==> src/rtl/cmp_alarm_monitor_if.sv <==
// Comparator-flag bus between a sample source and the alarm monitor.
// Valid/ready semantics: in_valid qualifies the flags in the cycle it is high;
// there is no ready signal, so the monitor accepts every valid sample.
// state_dbg / run_dbg expose the monitor's FSM state and run counter.
interface cmp_alarm_monitor_if #(
  parameter int CNT_W = 8
);
  logic             in_valid;
  logic             a_gt_b;
  logic             a_lt_b;
  logic             a_eq_b;
  logic             clear;
  logic             alarm;
  logic             alarm_rise;
  logic             alarm_fall;
  logic             flag_err;
  logic [CNT_W-1:0] gt_cnt;
  logic [CNT_W-1:0] lt_cnt;
  logic [CNT_W-1:0] eq_cnt;
  logic [CNT_W-1:0] err_cnt;
  logic [1:0]       state_dbg;
  logic [7:0]       run_dbg;

  modport master (
    output in_valid, a_gt_b, a_lt_b, a_eq_b, clear,
    input  alarm, alarm_rise, alarm_fall, flag_err,
    input  gt_cnt, lt_cnt, eq_cnt, err_cnt, state_dbg, run_dbg
  );

  modport slave (
    input  in_valid, a_gt_b, a_lt_b, a_eq_b, clear,
    output alarm, alarm_rise, alarm_fall, flag_err,
    output gt_cnt, lt_cnt, eq_cnt, err_cnt, state_dbg, run_dbg
  );
endinterface

==> src/rtl/cmp_alarm_monitor.sv <==
// Persistence-filtered over-threshold alarm with hysteresis, fed by a 4-bit
// magnitude comparator's gt/lt/eq flags. Keeps saturating per-outcome
// statistics and flags samples whose flags are not exactly one-hot.
module cmp_alarm_monitor #(
  parameter int PERSIST = 3,
  parameter int RELEASE = 2,
  parameter int CNT_W   = 8
) (
  input logic              clock,
  input logic              reset,
  cmp_alarm_monitor_if.slave bus
);
  localparam int MAX_RUN = (PERSIST > RELEASE) ? PERSIST : RELEASE;
  localparam int RUN_W   = $clog2(MAX_RUN + 1);
  localparam logic [CNT_W-1:0] CNT_MAX = '1;

  typedef enum logic [1:0] {
    IDLE     = 2'd0,
    PEND_SET = 2'd1,
    ALARM    = 2'd2,
    PEND_CLR = 2'd3
  } state_t;

  state_t           state_q, state_d;
  logic [RUN_W-1:0] run_q, run_d;
  logic             alarm_q, alarm_d;
  logic             rise_q, rise_d;
  logic             fall_q, fall_d;
  logic             err_q, err_d;
  logic [CNT_W-1:0] gt_cnt_q, gt_cnt_d;
  logic [CNT_W-1:0] lt_cnt_q, lt_cnt_d;
  logic [CNT_W-1:0] eq_cnt_q, eq_cnt_d;
  logic [CNT_W-1:0] err_cnt_q, err_cnt_d;

  logic             one_hot;
  logic             legal;
  logic             illegal;
  logic [RUN_W-1:0] run_inc;

  // Next-state: FSM moves only on legal samples; counters saturate or clear.
  always_comb begin
    state_d   = state_q;
    run_d     = run_q;
    gt_cnt_d  = gt_cnt_q;
    lt_cnt_d  = lt_cnt_q;
    eq_cnt_d  = eq_cnt_q;
    err_cnt_d = err_cnt_q;

    one_hot = ( bus.a_gt_b & ~bus.a_lt_b & ~bus.a_eq_b) |
              (~bus.a_gt_b &  bus.a_lt_b & ~bus.a_eq_b) |
              (~bus.a_gt_b & ~bus.a_lt_b &  bus.a_eq_b);
    legal   = bus.in_valid &  one_hot;
    illegal = bus.in_valid & ~one_hot;
    run_inc = run_q + RUN_W'(1);

    if (legal) begin
      case (state_q)
        IDLE: begin
          if (bus.a_gt_b) begin
            if (PERSIST == 1) begin
              state_d = ALARM;
              run_d   = '0;
            end else begin
              state_d = PEND_SET;
              run_d   = RUN_W'(1);
            end
          end
        end
        PEND_SET: begin
          if (bus.a_gt_b) begin
            if (run_inc == RUN_W'(PERSIST)) begin
              state_d = ALARM;
              run_d   = '0;
            end else begin
              run_d = run_inc;
            end
          end else begin
            state_d = IDLE;
            run_d   = '0;
          end
        end
        ALARM: begin
          if (!bus.a_gt_b) begin
            if (RELEASE == 1) begin
              state_d = IDLE;
              run_d   = '0;
            end else begin
              state_d = PEND_CLR;
              run_d   = RUN_W'(1);
            end
          end
        end
        PEND_CLR: begin
          if (!bus.a_gt_b) begin
            if (run_inc == RUN_W'(RELEASE)) begin
              state_d = IDLE;
              run_d   = '0;
            end else begin
              run_d = run_inc;
            end
          end else begin
            state_d = ALARM;
            run_d   = '0;
          end
        end
        default: begin
          state_d = IDLE;
          run_d   = '0;
        end
      endcase
    end

    // Alarm follows the state being entered, so it changes on the same edge.
    alarm_d = (state_d == ALARM) || (state_d == PEND_CLR);
    rise_d  =  alarm_d & ~alarm_q;
    fall_d  = ~alarm_d &  alarm_q;
    err_d   = illegal;

    if (bus.clear) begin
      gt_cnt_d  = '0;
      lt_cnt_d  = '0;
      eq_cnt_d  = '0;
      err_cnt_d = '0;
    end else begin
      if (legal && bus.a_gt_b && gt_cnt_q != CNT_MAX) gt_cnt_d = gt_cnt_q + 1'b1;
      if (legal && bus.a_lt_b && lt_cnt_q != CNT_MAX) lt_cnt_d = lt_cnt_q + 1'b1;
      if (legal && bus.a_eq_b && eq_cnt_q != CNT_MAX) eq_cnt_d = eq_cnt_q + 1'b1;
      if (illegal && err_cnt_q != CNT_MAX)            err_cnt_d = err_cnt_q + 1'b1;
    end
  end

  // State and output registers with synchronous reset.
  always_ff @(posedge clock) begin
    if (reset) begin
      state_q   <= IDLE;
      run_q     <= '0;
      alarm_q   <= 1'b0;
      rise_q    <= 1'b0;
      fall_q    <= 1'b0;
      err_q     <= 1'b0;
      gt_cnt_q  <= '0;
      lt_cnt_q  <= '0;
      eq_cnt_q  <= '0;
      err_cnt_q <= '0;
    end else begin
      state_q   <= state_d;
      run_q     <= run_d;
      alarm_q   <= alarm_d;
      rise_q    <= rise_d;
      fall_q    <= fall_d;
      err_q     <= err_d;
      gt_cnt_q  <= gt_cnt_d;
      lt_cnt_q  <= lt_cnt_d;
      eq_cnt_q  <= eq_cnt_d;
      err_cnt_q <= err_cnt_d;
    end
  end

  assign bus.alarm      = alarm_q;
  assign bus.alarm_rise = rise_q;
  assign bus.alarm_fall = fall_q;
  assign bus.flag_err   = err_q;
  assign bus.gt_cnt     = gt_cnt_q;
  assign bus.lt_cnt     = lt_cnt_q;
  assign bus.eq_cnt     = eq_cnt_q;
  assign bus.err_cnt    = err_cnt_q;
  assign bus.state_dbg  = state_q;
  assign bus.run_dbg    = 8'(run_q);
endmodule
==> src/flat_wrapper.sv <==
// flat-port wrapper written by rule: the top's interface ports become plain ports
module cmp_alarm_monitor_flat 
#(
  parameter int PERSIST = 3,
  parameter int RELEASE = 2,
  parameter int CNT_W   = 8
)
  (clock, reset, bus_in_valid, bus_a_gt_b, bus_a_lt_b, bus_a_eq_b, bus_clear, bus_alarm, bus_alarm_rise, bus_alarm_fall, bus_flag_err, bus_gt_cnt, bus_lt_cnt, bus_eq_cnt, bus_err_cnt, bus_state_dbg, bus_run_dbg);
  cmp_alarm_monitor_if #(.CNT_W(CNT_W)) bus_i ();
  input logic clock;
  input logic reset;
  input wire logic [$bits(bus_i.in_valid)-1:0] bus_in_valid;
  input wire logic [$bits(bus_i.a_gt_b)-1:0] bus_a_gt_b;
  input wire logic [$bits(bus_i.a_lt_b)-1:0] bus_a_lt_b;
  input wire logic [$bits(bus_i.a_eq_b)-1:0] bus_a_eq_b;
  input wire logic [$bits(bus_i.clear)-1:0] bus_clear;
  output wire logic [$bits(bus_i.alarm)-1:0] bus_alarm;
  output wire logic [$bits(bus_i.alarm_rise)-1:0] bus_alarm_rise;
  output wire logic [$bits(bus_i.alarm_fall)-1:0] bus_alarm_fall;
  output wire logic [$bits(bus_i.flag_err)-1:0] bus_flag_err;
  output wire logic [$bits(bus_i.gt_cnt)-1:0] bus_gt_cnt;
  output wire logic [$bits(bus_i.lt_cnt)-1:0] bus_lt_cnt;
  output wire logic [$bits(bus_i.eq_cnt)-1:0] bus_eq_cnt;
  output wire logic [$bits(bus_i.err_cnt)-1:0] bus_err_cnt;
  output wire logic [$bits(bus_i.state_dbg)-1:0] bus_state_dbg;
  output wire logic [$bits(bus_i.run_dbg)-1:0] bus_run_dbg;
  assign bus_i.in_valid = bus_in_valid;
  assign bus_i.a_gt_b = bus_a_gt_b;
  assign bus_i.a_lt_b = bus_a_lt_b;
  assign bus_i.a_eq_b = bus_a_eq_b;
  assign bus_i.clear = bus_clear;
  assign bus_alarm = bus_i.alarm;
  assign bus_alarm_rise = bus_i.alarm_rise;
  assign bus_alarm_fall = bus_i.alarm_fall;
  assign bus_flag_err = bus_i.flag_err;
  assign bus_gt_cnt = bus_i.gt_cnt;
  assign bus_lt_cnt = bus_i.lt_cnt;
  assign bus_eq_cnt = bus_i.eq_cnt;
  assign bus_err_cnt = bus_i.err_cnt;
  assign bus_state_dbg = bus_i.state_dbg;
  assign bus_run_dbg = bus_i.run_dbg;
  cmp_alarm_monitor #(.PERSIST(PERSIST), .RELEASE(RELEASE), .CNT_W(CNT_W)) u_core (.clock(clock), .reset(reset), .bus(bus_i));
endmodule
==> config.mk <==
export PLATFORM = sky130hd
export DESIGN_NAME = cmp_alarm_monitor_flat
export DESIGN_NICKNAME = d
export VERILOG_FILES = /design/src/rtl/cmp_alarm_monitor_if.sv /design/src/rtl/cmp_alarm_monitor.sv /design/src/flat_wrapper.sv
export SDC_FILE = /design/constraint.sdc
export NUM_CORES = 1
export LEC_CHECK = 0
export BUFFER_PORTS_ARGS = -buffer_cell sky130_fd_sc_hd__buf_2
export CORE_UTILIZATION = 45
export DETAILED_ROUTE_END_ITERATION = 8
export HOLD_SLACK_MARGIN = 0.03
export PLACE_DENSITY = 0.81
export SYNTH_ARGS = -nofsm -noshare
export SYNTH_HDL_FRONTEND = slang
export SYNTH_SLANG_ARGS = --single-unit
export TNS_END_PERCENT = 1
==> constraint.sdc <==
create_clock -name clock -period 2.4 [get_ports clock]
set_clock_uncertainty 0.05 [all_clocks]
set_input_delay 0.12 -clock clock [delete_from_list [all_inputs] [get_ports clock]]
set_output_delay 0.12 -clock clock [all_outputs]
set_load 0.02 [all_outputs]
## After elaboration in Yosys (flattened, before gate mapping)

Cells that the tools add are included.

- Register bits: 40
- Output and inout bits: 46
- Logic and storage cells: 72

- Add/sub/neg operators: 5
- Equal/unequal tests: 13
- Muxes and demuxes: 15
- Bitwise gates (word level): 18
- Reduce and logical (&&, ||, !) cells: 11

Operators by type and width:

| cell | number |
|---|---|
| $add A8 B1 Y8 const B | 4 |
| $ne A8 B8 Y1 const B | 4 |
| $mux W2 | 13 |
| $pmux W2 S4 | 2 |
| $eq A2 B2 Y1 const B | 6 |
| $and A1 B1 Y1 | 10 |
| $logic_and A1 B1 Y1 | 7 |
| $not A1 Y1 | 6 |
| $ne A2 B2 Y1 const B | 2 |
| $reduce_and A3 Y1 | 1 |
| $add A2 B1 Y2 const B | 1 |
| $eq A2 B1 Y1 const B | 1 |
| $logic_not A2 Y1 | 1 |
| $or A1 B1 Y1 | 2 |
| $reduce_or A2 Y1 | 1 |
| $logic_or A1 B1 Y1 | 1 |

## Longest topological paths before layout

Gate-level depths: netlist of run 1.

- Depth after elaboration: 11
- Gate-level depth with buffers: 6

## Least setup slack after synthesis of run 1

OpenSTA, ideal clock, no wires.

- Kind: reg2reg
- From: register u_core.err_cnt_q[0] (netlist: u_core.bus.err_cnt[0])
- To: register u_core.err_cnt_q[5] (netlist: u_core.bus.err_cnt[5])
- Setup time: 0.129 ns
- Data arrival time: 1.482 ns
- Data required time: 2.221 ns
- Slack: 0.739 ns
- Stages on the path, launching flop included: 7
- Period minus slack after synthesis: 1.661 ns
- Cells stage by stage: dfxtp_1 > ha_1 > nand3_1 > nor3_1 > clkbuf_1 > nor4_1 > mux2i_1

- Longest elaborated chain between the ends: 2
- Elaborated cells between the ends (all ways): 3

Ends and longest elaborated chain:

| item | RTL line | text |
|---|---|---|
| start: declaration | cmp_alarm_monitor.sv:33 | `logic [CNT_W-1:0] err_cnt_q, err_cnt_d;` |
| start signal: assignment | cmp_alarm_monitor.sv:155 | `err_cnt_q <= err_cnt_d;` |
| parallel branches: the longest is 2 deep, another holds $add A8 B1 Y8 | n/a |  |

Parallel ways; which one is timed is not known.
A chain may end at the register's enable or synchronous reset.

## Worst setup path after layout of run 1

- From: register u_core.err_cnt_q[0] (netlist: u_core.bus.err_cnt[0])
- To: register u_core.err_cnt_q[4] (netlist: u_core.bus.err_cnt[4])

Same word-level chain as after synthesis.

==> impl_results.md, run 1 <==
* Outcome: finished clean
* Post-synth ARST share at 0%
* Slowest CP cell: or4_1
* First-pass GRT wire length at 6430 um
* Number of global-route vias before repair at 1436
* Final setup viols at 0
* Worst Hold Class: in -> reg
* Worst Tran Pin Value at 651 ps
* Seq cells post-synth at 40
* GR Overflow Total at 0
* Htree depth at 2
* Max_slew headroom at 56.5%
* Top cells by area, synth: dfxtp_1 40%, xor2_1 5.7%, nor2_1 5.3%, mux2i_1 4.0%, nand2_1 2.8%
* Final Max Slew Viols at 0
* CP required at 2580 ps
* Core ar. at 0.00412 mm2
* Clock root buffer: clkbuf_8
* Io pins at 53
* CP endpoint kind: flip-flop
* Crit Path Category: reg -> reg
* Syn avg cell area at 8.80 um2
* Worst Path Arrival at 1800 ps
* Share of the synthesized area in the top cell type at 40.1%
* Clk_lat worst skew at 300 ps
* Critical path buffers and inverters at 1
* Initial Util at 48.5%
* Pre-antenna DRT Iters at 4
* YS warnings at 0
* Crit-path max FO at 11
* # port buffers at 46
* Non-Filler Instances at 325
* Antenna cell count at 0
* Most numerous cell in the Yosys netlist: dfxtp_1
* Gr usage total at 18.5%
* Die footprint at 0.00471 mm2
* # placed instances at 317
* LEAKAGE at 1.01 nW
* Top post-synthesis cells by count: 40 x dfxtp_1, 28 x nor2_1, 15 x nand2_1
* Top_reg_cell synth: dfxtp_1
* Post-route ant nets at 0
* Die height at 68.6 um
* # Post-CTS Setup Buffers at 0
* Part of the cycle the worst path needs at 67.5%
* CP max stage delay at 390 ps
* CP top delay family: simple AND/OR/NAND/NOR gates
* Fin. Hold Viols at 0
* Die Wd at 68.6 um
* Synthesized instance count at 227
* Cell area after synthesis at 0.00200 mm2
* Fillers at 395
* Post-DP HPWL at 2840 um
* CP Launch Type: flip-flop
* Pwr/cell area at 557 mW/mm2
* Placer congestion estimate at 0.813
* Fin nets at 285
* CTS tree: built
* # rows at 23
* Min cycle time layout at 1620 ps
* Post-synthesis cell type with the largest combined area: dfxtp_1
* Post-CTS sizing at 0
* DRC at 0
* RSZ-0062 raised after global routing: no
* Wire length per cell at 12.5 um
* Layout cells sized above 1 at 22.9%
* CTS Sinks at 40
* Hold_buf cts at 0
* Max-cap violation count at 0
* DRT iter0 DRCs at 133
* Area growth, synth to finish at 17.4%
* Cts bufs inserted at 5
* Routed WL at 4070 um
* CTS max path bufs at 2
* Max VDD drop at 0.442 mV
* Via density at 5.44
* Register area share after synthesis at 40.1%
* Initial antenna violation count at 0
* Pin count of the biggest net entering global routing at 16
* Number of synthesized flops with an enable pin at 0
* Post-synthesis cell type count at 48
* Register clock-pin slew on the reported worst setup and hold paths at 80 ps
* Setup tns final at 0 ps
* Fmax at 617 MHz
* DR vias at 1768
* Crit-path cells: ha_1, nand3_1, nor3_1, buf_4, or4_1, a21oi_1
==> area by class of cell <==
class                      instances  area (um2)  share of cell area (%)
multi-input combinational        170        1090                    46.5
timing repair buffer              48         245                    10.5
sequential                        40         801                    34.2
clock inverter                     3        42.5                    1.81
tap                               50        62.6                    2.67
clock buffer                       5        68.8                    2.93
inverter                           9        33.8                    1.44
==> worst paths after layout <==
kind	startpoint	to	slack, ps	depth (start not counted)
setup / recovery	u_core.bus.err_cnt[0]	u_core.bus.err_cnt[4]	780	6
hold reg to reg	u_core.bus.alarm	u_core.bus.alarm_rise	390	1
hold / removal	reset	u_core.bus.alarm	80	2
setup reg to reg	u_core.bus.err_cnt[0]	u_core.bus.err_cnt[4]	780	6
==> logic make-up (layout without fill, tap and decap cells) <==
group / after synthesis / in the layout / share of synthesized area, %
AOI/OAI and AO/OA: 45 / 45 / 15.5
xor gates and xnor gates: 15 / 15 / 6.58
adders and majority gates: 4 / 4 / 2.51
buffers and inverters: 22 / 65 / 6.20
DFF: 40 / 40 / 40.1
muxes: 8 / 8 / 4.01
other: 1 / 6 / 0.188
and+or+nand+nor: 92 / 92 / 24.9
==> per-stage QoR <==
stage / hold slack (ps) / util [%] / setup slack (ps) / total power [mW] / instance area, um2
after floorplan: 249 / - / 739 / 0.757 / 2020
after global placement: 372 / 54.3 / 866 / 0.767 / 2230
after detailed placement: 379 / 54.3 / 819 / 0.769 / 2230
after CTS: 64.0 / 57.0 / 778 / 1.33 / 2340
after global routing: 87.1 / 57.0 / 657 / 1.36 / 2340
final: 78.8 / 57.0 / 780 / 1.31 / 2340
==> state kept, by name, summed over array words and instances, names as in the netlist <==
register               flops
u_core.bus.eq_cnt          8
u_core.bus.flag_err        1
u_core.bus.lt_cnt          8
u_core.bus.alarm_rise      1
u_core.bus.alarm           1
u_core.bus.alarm_fall      1
u_core.bus.gt_cnt          8
u_core.bus.err_cnt         8
u_core.run_q               2
u_core.bus.state_dbg       2
==> cells in the final DEF, fill, tap and decap left out, types with 3 or more instances in the layout <==
| cell type | synthesis | final |
|---|---|---|
| nand2b_1 | 3 | 3 |
| nor3_1 | 3 | 3 |
| dfxtp_1 | 40 | 40 |
| conb_1 | 1 | 6 |
| o211ai_1 | 7 | 7 |
| or3_1 | 7 | 7 |
| clkbuf_8 | 1 | 5 |
| nand4_1 | 5 | 5 |
| o31ai_1 | 3 | 3 |
| or4_1 | 5 | 5 |
| nand3_1 | 6 | 6 |
| nand2_1 | 15 | 15 |
| a21oi_1 | 6 | 6 |
| mux2i_1 | 8 | 8 |
| o21ai_0 | 8 | 8 |
| and3_1 | 7 | 7 |
| o2111ai_1 | 3 | 3 |
| xor2_1 | 13 | 13 |
| and3b_1 | 3 | 3 |
| ha_1 | 4 | 4 |
| nor2_1 | 28 | 28 |
| o21ai_1 | 4 | 4 |
| inv_1 | 9 | 9 |
| buf_2 | 1 | 46 |
==> metal layers <==
metal / wire, um / global-route usage (%) / share of wire [%] / vias to the layer above
li1: - / - / - / 901
met1: 2010 / 24.5 / 49 / 814
met2: 1770 / 26.8 / 43 / 45
met3: 226 / 5.26 / 5.5 / 8
met4: 64 / 9.64 / 1.6 / 0
met5: 0 / 0 / 0 / -
==> report_power, final <==
group | leakage [nW] | internal, mW | switching, mW | total (mW)
Combinational | 0.635 | 0.0250 | 0.0559 | 0.0809
Clock | 0.0541 | 0.308 | 0.245 | 0.552
Sequential | 0.323 | 0.668 | 0.00497 | 0.673
(Power assumes the default switching activity.)
==> run 2, diff against run 1 <==
PLACE_DENSITY = 0.84   (was 0.81)
clock period = 1.3 ns   (was 2.4 ns; I/O delays follow)
==> run 2 against run 1 <==
  * The flow now finishes with violations (setup timing)
  * Core utilization up 15 points
  * Worst setup slack worse by 1100 ps
  * Sequential power rose by 84%
  * First-iteration DRC count up 26%
  * Final area rose by 27%
  * Non-clock buffer count rose by 57
  * Clock power rose by 85%
  * Critical path depth shrank 2
  * Flip-flop and latch count unchanged
  * Hold slack worse by 20 ps
  * Fmax rose by 2.5%
  * Register-to-register slack worse by 1100 ps
  * Largest cell class unchanged
==> impl_results.md, run 2 (same netlist as run 1, synthesis figures left out) <==
* Outcome: finished with violations (was finished clean)
* Violated checks: setup timing
* Max-cap violation count at 0 (unchanged)
* RSZ-0062 raised after global routing: yes (was no)
* Die height at 68.6 um (unchanged)
* Number of global-route vias before repair at 1997 (was 1436)
* Antenna cell count at 0 (unchanged)
* Most frequent cells in the layout: 55 x buf_4, 46 x buf_2, 28 x nor2_1, 19 x dfxtp_1, 18 x dfxtp_2 (was 46 x buf_2, 40 x dfxtp_1, 28 x nor2_1, 15 x nand2_1, 13 x xor2_1)
* Most common cell after layout, fill and taps aside: buf_4 (was buf_2)
* Post-DP HPWL at 3910 um (was 2840 um)
* DR vias at 2162 (was 1768)
* Initial Util at 48.5% (unchanged)
* Crit Path Category: reg -> reg (unchanged)
* GR Layer Usage met1 at 29.0% (was 24.5%)
* Core ar. at 0.00412 mm2 (unchanged)
* GR Overflow Total at 0 (unchanged)
* Met3 usage at 6.25% (was 5.26%)
* Global route hottest layer: met2 (unchanged)
* Area growth, synth to finish at 49.3% (was 17.4%)
* # rows at 23 (unchanged)
* Worst Hold Class: in -> reg (unchanged)
* Fmax at 633 MHz (was 617 MHz)
* CTS tree: built (unchanged)
* Setup tns final at -2220 ps (was 0 ps)
* Min cycle time layout at 1580 ps (was 1620 ps)
* Fin nets at 342 (was 285)
* Pwr/cell area at 827 mW/mm2 (was 557 mW/mm2)
* Clock root buffer: clkbuf_8 (unchanged)
* R2r endpoint: u_core.bus.err_cnt[7] (was u_core.bus.err_cnt[4])
* # port buffers at 46 (unchanged)
* Post-route cell area at 0.00298 mm2 (was 0.00234 mm2)
* Fin util at 72.5% (was 57.0%)
* Pre-antenna DRT Iters at 4 (unchanged)
* Worst Path Arrival at 1690 ps (was 1800 ps)
* Final setup viols at 28 (was 0)
* CTS max path bufs at 2 (unchanged)
* CP Launch Point: u_core.bus.err_cnt[2] (was u_core.bus.err_cnt[0])
* Wire length per cell at 16.1 um (was 12.5 um)
* Cts bufs inserted at 5 (unchanged)
* Register clock-pin slew on the reported worst setup and hold paths at 80 ps (about the same)
* Clk_lat worst skew at 300 ps (about the same)
* DRC at 0 (unchanged)
* Placer congestion estimate at 0.863 (was 0.813)
* R2R depth at 4 (was 6)
* Crit-path cells: nand3_1, or3_1, o311ai_1, o41ai_1 (was ha_1, nand3_1, nor3_1, buf_4, or4_1, a21oi_1)
* Final Max Slew Viols at 0 (unchanged)
* Max VDD drop at 0.523 mV (was 0.442 mV)
* CP required at 1410 ps (was 2580 ps)
* Pin count of the biggest net entering global routing at 15 (was 16)
* CP endpoint kind: flip-flop (unchanged)
* Area occupied by multi-input gates at 0.00125 mm2 (was 0.00109 mm2)
* Die footprint at 0.00471 mm2 (unchanged)
* Die Wd at 68.6 um (unchanged)
* Io pins at 53 (unchanged)
* Fin. Hold Viols at 0 (unchanged)
* Gr usage total at 25.4% (was 18.5%)
* DRT iter0 DRCs at 168 (was 133)
* Part of the cycle the worst path needs at 122% (was 67.5%)
* Htree depth at 2 (unchanged)
* Via density at 5.66 (was 5.44)
* GRT met2 Usage at 44.6% (was 26.8%)
* Crit-path max FO at 4 (was 11)
* Initial antenna violation count at 0 (unchanged)
* Routed WL at 6150 um (was 4070 um)
* Placed Area at 0.00271 mm2 (was 0.00223 mm2)
* CP Launch Type: flip-flop (unchanged)
* CP max stage delay at 400 ps (was 390 ps)
* LEAKAGE at 1.34 nW (was 1.01 nW)
* R2R setup slack at -280 ps (was 780 ps)
* Flip-flop and latch area at 835 um2 (was 801 um2)
* Layout cells sized above 1 at 48.8% (was 22.9%)
* Final worst slack at -280 ps (was 780 ps)
* Slowest CP cell: or3_1 (was or4_1)
* Post-route ant nets at 0 (unchanged)
* First-pass GRT wire length at 8820 um (was 6430 um)
* Fillers at 289 (was 395)
* CTS Sinks at 40 (unchanged)
* Critical path capture point: u_core.bus.err_cnt[7] (was u_core.bus.err_cnt[4])
* Worst r2r src: u_core.bus.err_cnt[2] (was u_core.bus.err_cnt[0])
## run 2: changes by cell type in the layout (fill, tap and decap cells not counted), sizes merged
| cell | delta |
|---|---|
| buf | +56 |
| dlygate4sd3 | +1 |
| clkinvlp | -1 |
| inv | +1 |
## run 2: how the worst min path moves through the flow
stage / slack (ps) / to / start / cells past startpoint
4_1_cts: 30 / u_core.bus.eq_cnt[5] / bus_clear / 3
6_report: 60 / u_core.bus.eq_cnt[5] / bus_clear / 3
5_1_grt: 50 / u_core.bus.eq_cnt[5] / bus_clear / 3
2_1_floorplan: 190 / u_core.bus.err_cnt[5] / bus_clear / 2
3_3_place_gp: 330 / u_core.bus.err_cnt[5] / bus_clear / 3
3_5_place_dp: 330 / u_core.bus.err_cnt[5] / bus_clear / 3
## run 2: metrics by stage
| step | hold WS (ps) | setup slack (ps) | power, mW | std cells |
|---|---|---|---|---|
| after floorplan | 190 | -142 | 1.40 | 232 |
| after global placement | 333 | -121 | 1.45 | 371 |
| after detailed placement | 332 | -161 | 1.46 | 371 |
| after CTS | 30.6 | -183 | 2.47 | 380 |
| after global routing | 45.9 | -367 | 2.55 | 382 |
| final | 58.4 | -280 | 2.47 | 382 |
## run 2: repair_timing
action,in CTS,in global routing
endpoints found under the hold margin,1,0
setup buffers,0,2
cloned,0,0
pin swaps,10,7
hold buffers,1,0
setup endpoints to repair,30,36
resized for setup,13,21
## run 2: critical path, delay by kind of cell, from the launching register on
family,cells,cell delay [ps]
simple gates,2,530
flops,1,390
compound gates,2,480
## run 2: report_power, final
group | total (mW) | switching (mW) | leakage, nW | internal (mW)
logic | 0.210 | 0.127 | 0.950 | 0.0832
clock network | 1.02 | 0.452 | 0.0585 | 0.570
registers | 1.24 | 0.00738 | 0.334 | 1.23
## run 2: per-layer routing
metal | part of all wire (%) | wire, um
met3 | 6.4 | 392
met5 | 0 | 0
met4 | 3.4 | 211
met2 | 51 | 3110
met1 | 40 | 2440
## run 2: layout make-up
cell class / instances / share of cell area (%)
multi-input combinational: 170 / 42.0
clock buffer: 5 / 2.31
inverter: 9 / 1.13
timing repair buffer: 105 / 23.0
sequential: 40 / 28.0
tap: 50 / 2.10
clock inverter: 3 / 1.38
==> run 3, diff against run 2 <==
REMOVE_ABC_BUFFERS = 1   (was default)
==> run 3 against run 2 <==
  * The flow still finishes with violations (setup timing)
  * Core utilization grew 1.3 points
  * Hold slack worse by 14 ps
  * Flip-flop and latch count stayed put
  * Sequential power about the same
  * Worst setup slack gained 89 ps
  * Highest routed layer unchanged
  * Final area rose by 1.8%
==> impl_results.md, run 3 (same netlist as run 1, synthesis figures left out) <==
* Outcome: finished with violations (unchanged)
* Violated checks: setup timing (unchanged)
* Hold slack at 44.1 ps (was 58.4 ps)
* Fin. Hold Viols at 0 (unchanged)
* Wire length per cell at 15.1 um (was 16.1 um)
* Core ar. at 0.00412 mm2 (unchanged)
* CP endpoint kind: flip-flop (unchanged)
* Placed Area at 0.00267 mm2 (was 0.00271 mm2)
* Hold_buf cts at 0 (was 1)
* CP top delay family: compound AO/OA/AOI/OAI gates (was simple AND/OR/NAND/NOR gates)
* Max-cap violation count at 0 (unchanged)
* Io pins at 53 (unchanged)
* Crit-path cells: ha_4, nand3_4, nor3_4, buf_4, buf_4, o31ai_1, a21oi_2 (was nand3_1, or3_1, o311ai_1, o41ai_1)
* Fin nets at 350 (was 342)
* # placed instances at 375 (was 371)
* Initial antenna violation count at 0 (unchanged)
* CTS max path bufs at 2 (unchanged)
* # rows at 23 (unchanged)
* Die Wd at 68.6 um (unchanged)
* DRC at 0 (unchanged)
* Cts bufs inserted at 5 (unchanged)
* Crit-path most repeated cell: buf_4
* Clock root buffer: clkbuf_8 (unchanged)
* Die height at 68.6 um (unchanged)
* Setup tns final at -1950 ps (was -2220 ps)
* Crit-path max FO at 3 (was 4)
* Final setup viols at 20 (was 28)
* Final worst slack at -191 ps (was -280 ps)
* Worst Hold Class: in -> reg (unchanged)
* Max VDD drop at 0.610 mV (was 0.523 mV)
* CTS Sinks at 40 (unchanged)
* Routed WL at 5890 um (was 6150 um)
* Non-Filler Instances at 389 (was 382)
* Fmax at 671 MHz (was 633 MHz)
* Number of global-route vias before repair at 1837 (was 1997)
* Htree depth at 2 (unchanged)
* Post-DP HPWL at 3680 um (was 3910 um)
* Area growth, synth to finish at 52.1% (was 49.3%)
* Layout cells sized above 1 at 52.2% (was 48.8%)
* CTS tree: built (unchanged)
* Pre-CTS WS at -201 ps (was -161 ps)
* CP required at 1440 ps (was 1410 ps)
* Clk_lat worst skew at 300 ps (about the same)
* Via density at 5.50 (was 5.66)
* Register clock-pin slew on the reported worst setup and hold paths at 70 ps (was 80 ps)
* Antenna cell count at 0 (unchanged)
* Post-route ant nets at 0 (unchanged)
* # port buffers at 46 (unchanged)
* Min cycle time layout at 1490 ps (was 1580 ps)
* Most frequent cells in the layout: 63 x buf_4, 46 x buf_2, 28 x nor2_1, 18 x dfxtp_2, 17 x dfxtp_1 (was 55 x buf_4, 46 x buf_2, 28 x nor2_1, 19 x dfxtp_1, 18 x dfxtp_2)
* LEAKAGE at 1.35 nW (was 1.34 nW)
* Final Max Slew Viols at 0 (unchanged)
* Most common cell after layout, fill and taps aside: buf_4 (unchanged)
* Worst Path Arrival at 1630 ps (was 1690 ps)
* Part of the cycle the worst path needs at 115% (was 122%)
* DRT iter0 DRCs at 119 (was 168)
* DR vias at 2141 (was 2162)
* RSZ-0062 raised after global routing: yes (unchanged)
* Pre-antenna DRT Iters at 4 (unchanged)
* Post-route cell area at 0.00304 mm2 (was 0.00298 mm2)
* Critical path buffers and inverters at 2 (was 0)
* GR Overflow Total at 0 (unchanged)
* First-pass GRT wire length at 8230 um (was 8820 um)
* Pwr/cell area at 738 mW/mm2 (was 827 mW/mm2)
* Slowest CP cell: dfxtp_4 (was or3_1)
* Placer congestion estimate at 0.776 (was 0.863)
* Die footprint at 0.00471 mm2 (unchanged)
* Gr usage total at 23.9% (was 25.4%)
* Initial Util at 48.5% (unchanged)
* CP Launch Type: flip-flop (unchanged)
* Crit Path Category: reg -> reg (unchanged)
* CP max stage delay at 360 ps (was 400 ps)
* Pin count of the biggest net entering global routing at 20 (was 15)
-- run 3: cell types whose count changed in the layout (fill, tap and decap cells not counted), sizes merged --
cell         before  now
buf             104  113
bufinv            1    0
clkbuf            5    6
dlygate4sd3       1    0
inv              10    9
-- run 3: layer usage --
metal | track usage [%] | share of wire [%] | vias up
met5 | 0 | 0 | -
met4 | 10.4 | 2.3 | 0
met3 | 5.26 | 4.4 | 16
met2 | 42.6 | 52 | 63
met1 | 27.0 | 41 | 1026
li1 | - | - | 1036
-- run 3: what timing repair did --
item	4_1_cts	5_1_grt
endpoints found under the setup margin	29	34
setup buffers	5	2
resized for setup	29	39
pin swaps	18	14
-- run 3: final cells by class --
class                      count  area, um2
clock buffer                   6       72.6
clock inverter                 1       5.00
fill                         298       1080
inverter                       9       33.8
multi-input combinational    170       1270
sequential                    40        842
tap                           50       62.6
timing repair buffer         113        748
-- run 3: power breakdown --
part,total [mW],switching (mW),internal (mW)
sequential,1.23,0.00668,1.22
clock,0.792,0.427,0.365
combinational,0.218,0.131,0.0876
-- run 3: final timing paths --
path	endpoint	cells past startpoint	slack [ps]	startpoint
max	u_core.bus.err_cnt[4]	7	-190	u_core.bus.err_cnt[0]
min	u_core.bus.err_cnt[5]	3	40	bus_clear
max reg2reg	u_core.bus.err_cnt[4]	7	-190	u_core.bus.err_cnt[0]
min reg2reg	u_core.bus.alarm_rise	1	390	u_core.bus.alarm
-- run 3: stage by stage --
step / util (%) / power (mW)
floorplan: - / 1.37
global placement: 64.9 / 1.46
detailed placement: 64.9 / 1.47
CTS: 70.4 / 2.24
global route: 73.8 / 2.33
finish: 73.8 / 2.24
-- run 3: worst min-delay path, cell delays in order --
cell     delay (ps)
buf_2           110
or3_1           110
mux2i_1          60
